<file path="config.mk">
export PLATFORM = sky130hd
export DESIGN_NAME = div_arbiter
export DESIGN_NICKNAME = d
export VERILOG_FILES = /design/src/rtl/div_arbiter.sv
export SDC_FILE = /design/constraint.sdc
export NUM_CORES = 1
export LEC_CHECK = 0
export CORE_UTILIZATION = 25
export DETAILED_ROUTE_END_ITERATION = 10
export GPL_TIMING_DRIVEN = 0
export PLACE_DENSITY = 0.59
export SETUP_SLACK_MARGIN = 0.02
export SLEW_MARGIN = 15
export SYNTH_ARGS = -nofsm -noshare
export SYNTH_HDL_FRONTEND = slang
export SYNTH_SLANG_ARGS = --single-unit
</file>
<file path="constraint.sdc">
create_clock -name clk -period 1.9 [get_ports clk]
set_input_delay 0.285 -clock clk [delete_from_list [all_inputs] [get_ports clk]]
set_output_delay 0.285 -clock clk [all_outputs]
set_load 0.005 [all_outputs]
</file>
<file path="src/rtl/div_arbiter.sv">
// div_arbiter: round-robin front end that shares one fixed-point divider
// among NUM_REQ requesters. It takes one request at a time, drives the
// divider start/done handshake and returns the quotient and status flags
// to the requester that was granted. A watchdog sends back a timeout
// response if the divider never reports done.
//
// Ports
//   clk, reset          clock; synchronous active-high reset
//   req                 level request, one bit per requester
//   req_a, req_b        dividend / divisor for each requester
//   gnt                 one-hot, 1-cycle pulse: operands captured
//   rsp_valid           one-hot, 1-cycle pulse: response for that requester
//   rsp_val, rsp_*      shared response bus; holds until the next response
//   busy                high in ISSUE, WAIT and RESPOND
//   div_start/a/b       to the divider
//   div_busy/done/...   from the divider
module div_arbiter #(
  parameter int WIDTH   = 16,
  parameter int FBITS   = 8,
  parameter int NUM_REQ = 4,
  parameter int TIMEOUT = 64
) (
  input  logic                                 clk,
  input  logic                                 reset,
  input  logic [NUM_REQ-1:0]                   req,
  input  logic signed [NUM_REQ-1:0][WIDTH-1:0] req_a,
  input  logic signed [NUM_REQ-1:0][WIDTH-1:0] req_b,
  output logic [NUM_REQ-1:0]                   gnt,
  output logic [NUM_REQ-1:0]                   rsp_valid,
  output logic signed [WIDTH-1:0]              rsp_val,
  output logic                                 rsp_ok,
  output logic                                 rsp_dbz,
  output logic                                 rsp_ovf,
  output logic                                 rsp_timeout,
  output logic                                 busy,
  output logic                                 div_start,
  output logic signed [WIDTH-1:0]              div_a,
  output logic signed [WIDTH-1:0]              div_b,
  input  logic                                 div_busy,
  input  logic                                 div_done,
  input  logic                                 div_valid,
  input  logic                                 div_dbz,
  input  logic                                 div_ovf,
  input  logic signed [WIDTH-1:0]              div_val
);
  localparam int PW = $clog2(NUM_REQ);
  localparam int CW = $clog2(TIMEOUT);

  typedef enum logic [1:0] {S_IDLE, S_ISSUE, S_WAIT, S_RESP} state_t;

  state_t                    r_state, w_state;
  logic [PW-1:0]             r_ptr, w_ptr, r_owner, w_owner;
  logic [CW-1:0]             r_cnt, w_cnt;
  logic [NUM_REQ-1:0]        r_gnt, w_gnt, r_rsp_valid, w_rsp_valid;
  logic signed [WIDTH-1:0]   r_rsp_val, w_rsp_val, r_a, w_a, r_b, w_b;
  logic                      r_ok, w_ok, r_dbz, w_dbz, r_ovf, w_ovf;
  logic                      r_tmo, w_tmo, r_busy, w_busy, r_start, w_start;

  logic                      w_hit;
  logic [PW-1:0]             w_sel, w_cand, w_sel_nxt;

  // Round-robin pick: first set req bit starting at r_ptr, wrapping.
  always_comb begin
    w_hit  = 1'b0;
    w_sel  = '0;
    w_cand = '0;
    for (int i = 0; i < NUM_REQ; i++) begin
      w_cand = PW'((int'(r_ptr) + i) % NUM_REQ);
      if (!w_hit && req[w_cand]) begin
        w_hit = 1'b1;
        w_sel = w_cand;
      end
    end
  end

  assign w_sel_nxt = (w_sel == PW'(NUM_REQ - 1)) ? '0 : w_sel + 1'b1;

  always_comb begin
    w_state     = r_state;
    w_ptr       = r_ptr;
    w_owner     = r_owner;
    w_cnt       = r_cnt;
    w_gnt       = r_gnt;
    w_rsp_valid = r_rsp_valid;
    w_rsp_val   = r_rsp_val;
    w_ok        = r_ok;
    w_dbz       = r_dbz;
    w_ovf       = r_ovf;
    w_tmo       = r_tmo;
    w_start     = r_start;
    w_a         = r_a;
    w_b         = r_b;
    case (r_state)
      S_IDLE: begin
        // A divider still busy from a timed-out job blocks new grants.
        if (w_hit && !div_busy) begin
          w_a          = req_a[w_sel];
          w_b          = req_b[w_sel];
          w_gnt        = '0;
          w_gnt[w_sel] = 1'b1;
          w_start      = 1'b1;
          w_owner      = w_sel;
          w_ptr        = w_sel_nxt;
          w_state      = S_ISSUE;
        end
      end
      S_ISSUE: begin
        w_gnt   = '0;
        w_start = 1'b0;
        w_cnt   = '0;
        w_state = S_WAIT;
      end
      S_WAIT: begin
        // done wins over the watchdog when both land in the same cycle.
        if (div_done) begin
          w_rsp_val            = div_val;
          w_ok                 = div_valid;
          w_dbz                = div_dbz;
          w_ovf                = div_ovf;
          w_tmo                = 1'b0;
          w_rsp_valid          = '0;
          w_rsp_valid[r_owner] = 1'b1;
          w_state              = S_RESP;
        end else if (r_cnt == CW'(TIMEOUT - 1)) begin
          w_rsp_val            = '0;
          w_ok                 = 1'b0;
          w_dbz                = 1'b0;
          w_ovf                = 1'b0;
          w_tmo                = 1'b1;
          w_rsp_valid          = '0;
          w_rsp_valid[r_owner] = 1'b1;
          w_state              = S_RESP;
        end else begin
          w_cnt = r_cnt + 1'b1;
        end
      end
      S_RESP: begin
        w_rsp_valid = '0;
        w_state     = S_IDLE;
      end
      default: w_state = S_IDLE;
    endcase
    w_busy = (w_state != S_IDLE);
  end

  always_ff @(posedge clk) begin
    if (reset) begin
      r_state     <= S_IDLE;
      r_ptr       <= '0;
      r_owner     <= '0;
      r_cnt       <= '0;
      r_gnt       <= '0;
      r_rsp_valid <= '0;
      r_rsp_val   <= '0;
      r_ok        <= 1'b0;
      r_dbz       <= 1'b0;
      r_ovf       <= 1'b0;
      r_tmo       <= 1'b0;
      r_busy      <= 1'b0;
      r_start     <= 1'b0;
      r_a         <= '0;
      r_b         <= '0;
    end else begin
      r_state     <= w_state;
      r_ptr       <= w_ptr;
      r_owner     <= w_owner;
      r_cnt       <= w_cnt;
      r_gnt       <= w_gnt;
      r_rsp_valid <= w_rsp_valid;
      r_rsp_val   <= w_rsp_val;
      r_ok        <= w_ok;
      r_dbz       <= w_dbz;
      r_ovf       <= w_ovf;
      r_tmo       <= w_tmo;
      r_busy      <= w_busy;
      r_start     <= w_start;
      r_a         <= w_a;
      r_b         <= w_b;
    end
  end

  assign gnt         = r_gnt;
  assign rsp_valid   = r_rsp_valid;
  assign rsp_val     = r_rsp_val;
  assign rsp_ok      = r_ok;
  assign rsp_dbz     = r_dbz;
  assign rsp_ovf     = r_ovf;
  assign rsp_timeout = r_tmo;
  assign busy        = r_busy;
  assign div_start   = r_start;
  assign div_a       = r_a;
  assign div_b       = r_b;

endmodule

</file>
==> results.yml <==
placed_design:
  io_buffers: 215
  dp_hpwl_mm: 10.81
  dp.cells: 845
  gp_congestion: 0.7720
route:
  routed_wl_mm: 14.20
  via_per_inst: 4.794
  vias: 4152
  drt_iter0_drc: 166
  drcViolationCount: 0
  postRouteAntennaNets: 0
  wire_per_inst_microns: 16.39
  dr.pass1.iters: 5
global_route:
  grt_util_met2: 0.3035
  track_usage: 0.1779
  grt_pass1_vias: 4260
  antenna_found_initial: 0
  grt-ovfl-total: 0
  grtUsageMet1: 0.2141
  grt_max_degree: 14
  top_usage_layer: "met2"
  grt_pass1_wl_mm: 22.29
  grt_use_met3: 0.03669
critical_path:
  critical_path_class: "register to register"
  crit_arrival_ns: 2.08
  r2r_cells: 9
  slowest_delay_ns: 0.36
  r2r-start: "r_ptr[1]"
  reg2reg_slack_ns: 0.08
  crit_top_cell: "buf_6"
  critPathLaunchType: "register"
  cpMaxStageDelayCell: "or3_1"
  r2r_end: "r_ptr[0]"
  critPathMaxFanout: 10
  worstPathRequired_ns: 2.16
  path_cells: "buf_6 -> mux2i_1 -> nor2_1 -> nor3_2 -> buf_6 -> buf_12 -> ha_2 -> or3_1 -> a21oi_1"
  cp-end-kind: "register"
clocking:
  path_clk_slew_ns: 0.06
  cts-root-buf: "clkbuf_16"
  clkLatencyLatePin_ns: 0.33
  postCtsHoldBufs: 0
  cts_buffers: 9
  clk_path_buf_depth: 2
  cts_tree: "yes"
  h-tree-depth: 3
  clock-sinks: 74
logic_synthesis:
  synth_top_area_frac: 0.3796
  yosysSeqAreaShare: 0.3796
  syn_avg_cell_area_sq_um: 8.829
  synth_seq_cells: 74
  syn_area_sq_um: 3902
  async_flop_share: 0
  synth_top_family_by_area: "compound AO/OA/AOI/OAI gates"
  synthDistinctLibCells: 43
  synth_fa_ha_area_frac: 0.006412
  synth_compound_area_frac: 0.2562
  synthMuxAreaShare: 0.08464
  synth_ff_type: "dfxtp_1"
  yosys-top-cells-area: "dfxtp_1, o211ai_2, mux2i_1, nand2_1, a21o_1"
  synth_xor_area_frac: 0.006733
  synthSimpleGateAreaFrac: 0.1946
  syn-num-nets: 599
  ys_warn_count: 0
  yosysTopAreaCell: "dfxtp_1"
  synth_edf_count: 0
  synth_cells: 442
floorplan:
  design.core.area_sq_um: 15200
  pin_count: 217
  die_x_microns: 126.9
  dieArea_sq_um: 16110
  die_h_microns: 126.9
  rows: 45
  start_util: 0.2567
timing:
  fin_crit_sh: 0.9600
  finalClockSkew_ns: 0.004924
  final-hold-violation-count: 0
  worstMarginPinSlew_ns: 0.5892
  report.final.slew_viol_count: 0
  fin_crit_ns: 1.824
  fmaxAchievable_mhz: 548.3
  grt_setup_unrepaired: "true"
  relSlewSlack: 0.6072
  finalSetupViolCount: 0
  final.setup.tns_ns: 0
power:
  p_leak_nw: 2.550
  ir_drop_v: 0.0004841
  power.density_nw_per_um2: 729.9
  power.total_mw: 4.930
hold_path:
  timing.hold.worst_endpoint: "div_start"
  hold_class: "register to register"
  min_from: "div_start"
  holdPathStages: 2
flow_run:
  drv_cap: 0
run_status:
  status: "completed"
final_layout:
  area_delta_synth_final_pct: 73.10
  seqCellArea_sq_um: 1483
  layout.nets: 831
  drive_gt1_frac: 0.1401
  nFillCells: 1508
  num_antenna_cells: 0
  stdcell_count: 866
  multi_input_area_sq_um: 2207
## routing by layer
metal | vias up | part of all wire
li1 | 2051 | -
met3 | 19 | 0.057
met4 | 0 | 0.020
met5 | - | 0
met1 | 1938 | 0.42
met2 | 144 | 0.50
## report_power, final
group	leakage [nW]	internal [mW]	switching [mW]	total [mW]
Combinational	1.80	0.794	0.561	1.36
Sequential	0.604	1.67	0.0699	1.74
Clock	0.144	1.15	0.686	1.83
## worst max-delay path: cells and delay by family, from the launching register on
| family | cells | cell delay, ns |
|---|---|---|
| simple gates | 3 | 0.58 |
| buf+inv | 3 | 0.42 |
| flops | 1 | 0.33 |
| fa+ha+maj | 1 | 0.17 |
| compound gates | 1 | 0.14 |
| mux | 1 | 0.11 |
## per-stage QoR
| step | hold slack [ns] | setup WS (ns) | area, sq um | utilization |
|---|---|---|---|---|
| final | 0.4580 | 0.07605 | 6755 | 0.4444 |
| after global routing | 0.5001 | 0.004338 | 6755 | 0.4444 |
| after CTS | 0.4576 | -0.02019 | 6618 | 0.4353 |
| after detailed placement | 0.4492 | -0.7025 | 6290 | 0.4137 |
| after global placement | 0.4444 | -0.7519 | 6290 | 0.4137 |
| after floorplan | 0.4030 | 0.1707 | 3902 | - |
## repair_timing
action,in CTS,in global routing
gates resized for setup,10,30
cloned,0,1
pin swaps,0,1
buffers inserted,0,5
setup endpoints to repair,34,52
## flip-flops by register name, indices dropped and copies added (netlist names)
signal and count:
busy 1, div_a 16, div_b 16, div_start 1, gnt 4, r_cnt 6
r_owner 2, r_ptr 2, r_state 2, rsp_dbz 1, rsp_ok 1, rsp_ovf 1
rsp_timeout 1, rsp_val 16, rsp_valid 4
## cell type report
type,instances,share of cell area
tap,188,0.03482
clock buffer,9,0.03334
clock inverter,6,0.01352
buffer,38,0.04686
sequential,74,0.2195
inverter,2,0.001111
multi-input combinational,328,0.3267
timing repair buffer,221,0.3241
## cells in the final DEF, fill, tap and decap left out, drive strengths merged, types with 3 or more instances in the layout
cell | Yosys | routed
clkdlybuf4s50 | 0 | 211
nand2 | 80 | 80
dfxtp | 74 | 74
nand3 | 37 | 37
a21o | 33 | 33
mux2i | 33 | 33
o211ai | 32 | 32
nor2 | 30 | 30
buf | 21 | 27
clkbuf | 17 | 26
a22oi | 19 | 19
a21oi | 15 | 15
nor3 | 7 | 7
a31oi | 5 | 5
or3 | 4 | 4
dlygate4sd2 | 0 | 4
o21ai | 3 | 3
nand2b | 3 | 3
clkinvlp | 0 | 3
inv | 2 | 3
## kinds of logic after synthesis
logic type,after synthesis
muxes,33
adders and majority gates,2
buffers and inverters,40
and+or+nand+nor,172
DFF,74
xor gates and xnor gates,3
AOI/OAI and AO/OA,118
## Yosys cell counts (all sizes together), types with 3 or more instances
cell,count
a21o,33
a21oi,15
a22oi,19
a31oi,5
buf,21
clkbuf,17
dfxtp,74
mux2i,33
nand2,80
nand2b,3
nand3,37
nor2,30
nor3,7
o211ai,32
o21ai,3
or3,4
## how the worst max path moves through the flow
stage	start	end	slack, ns
after detailed placement	req[0]	div_a[14]	-0.70
after global routing	r_state[1]	rsp_val[13]	0.004
after global placement	req[0]	div_a[14]	-0.75
after CTS	r_ptr[1]	div_b[4]	-0.02
after floorplan	r_ptr[1]	r_ptr[0]	0.17
final	r_ptr[1]	r_ptr[0]	0.08
No activity file was read; power rests on OpenSTA's default activity.
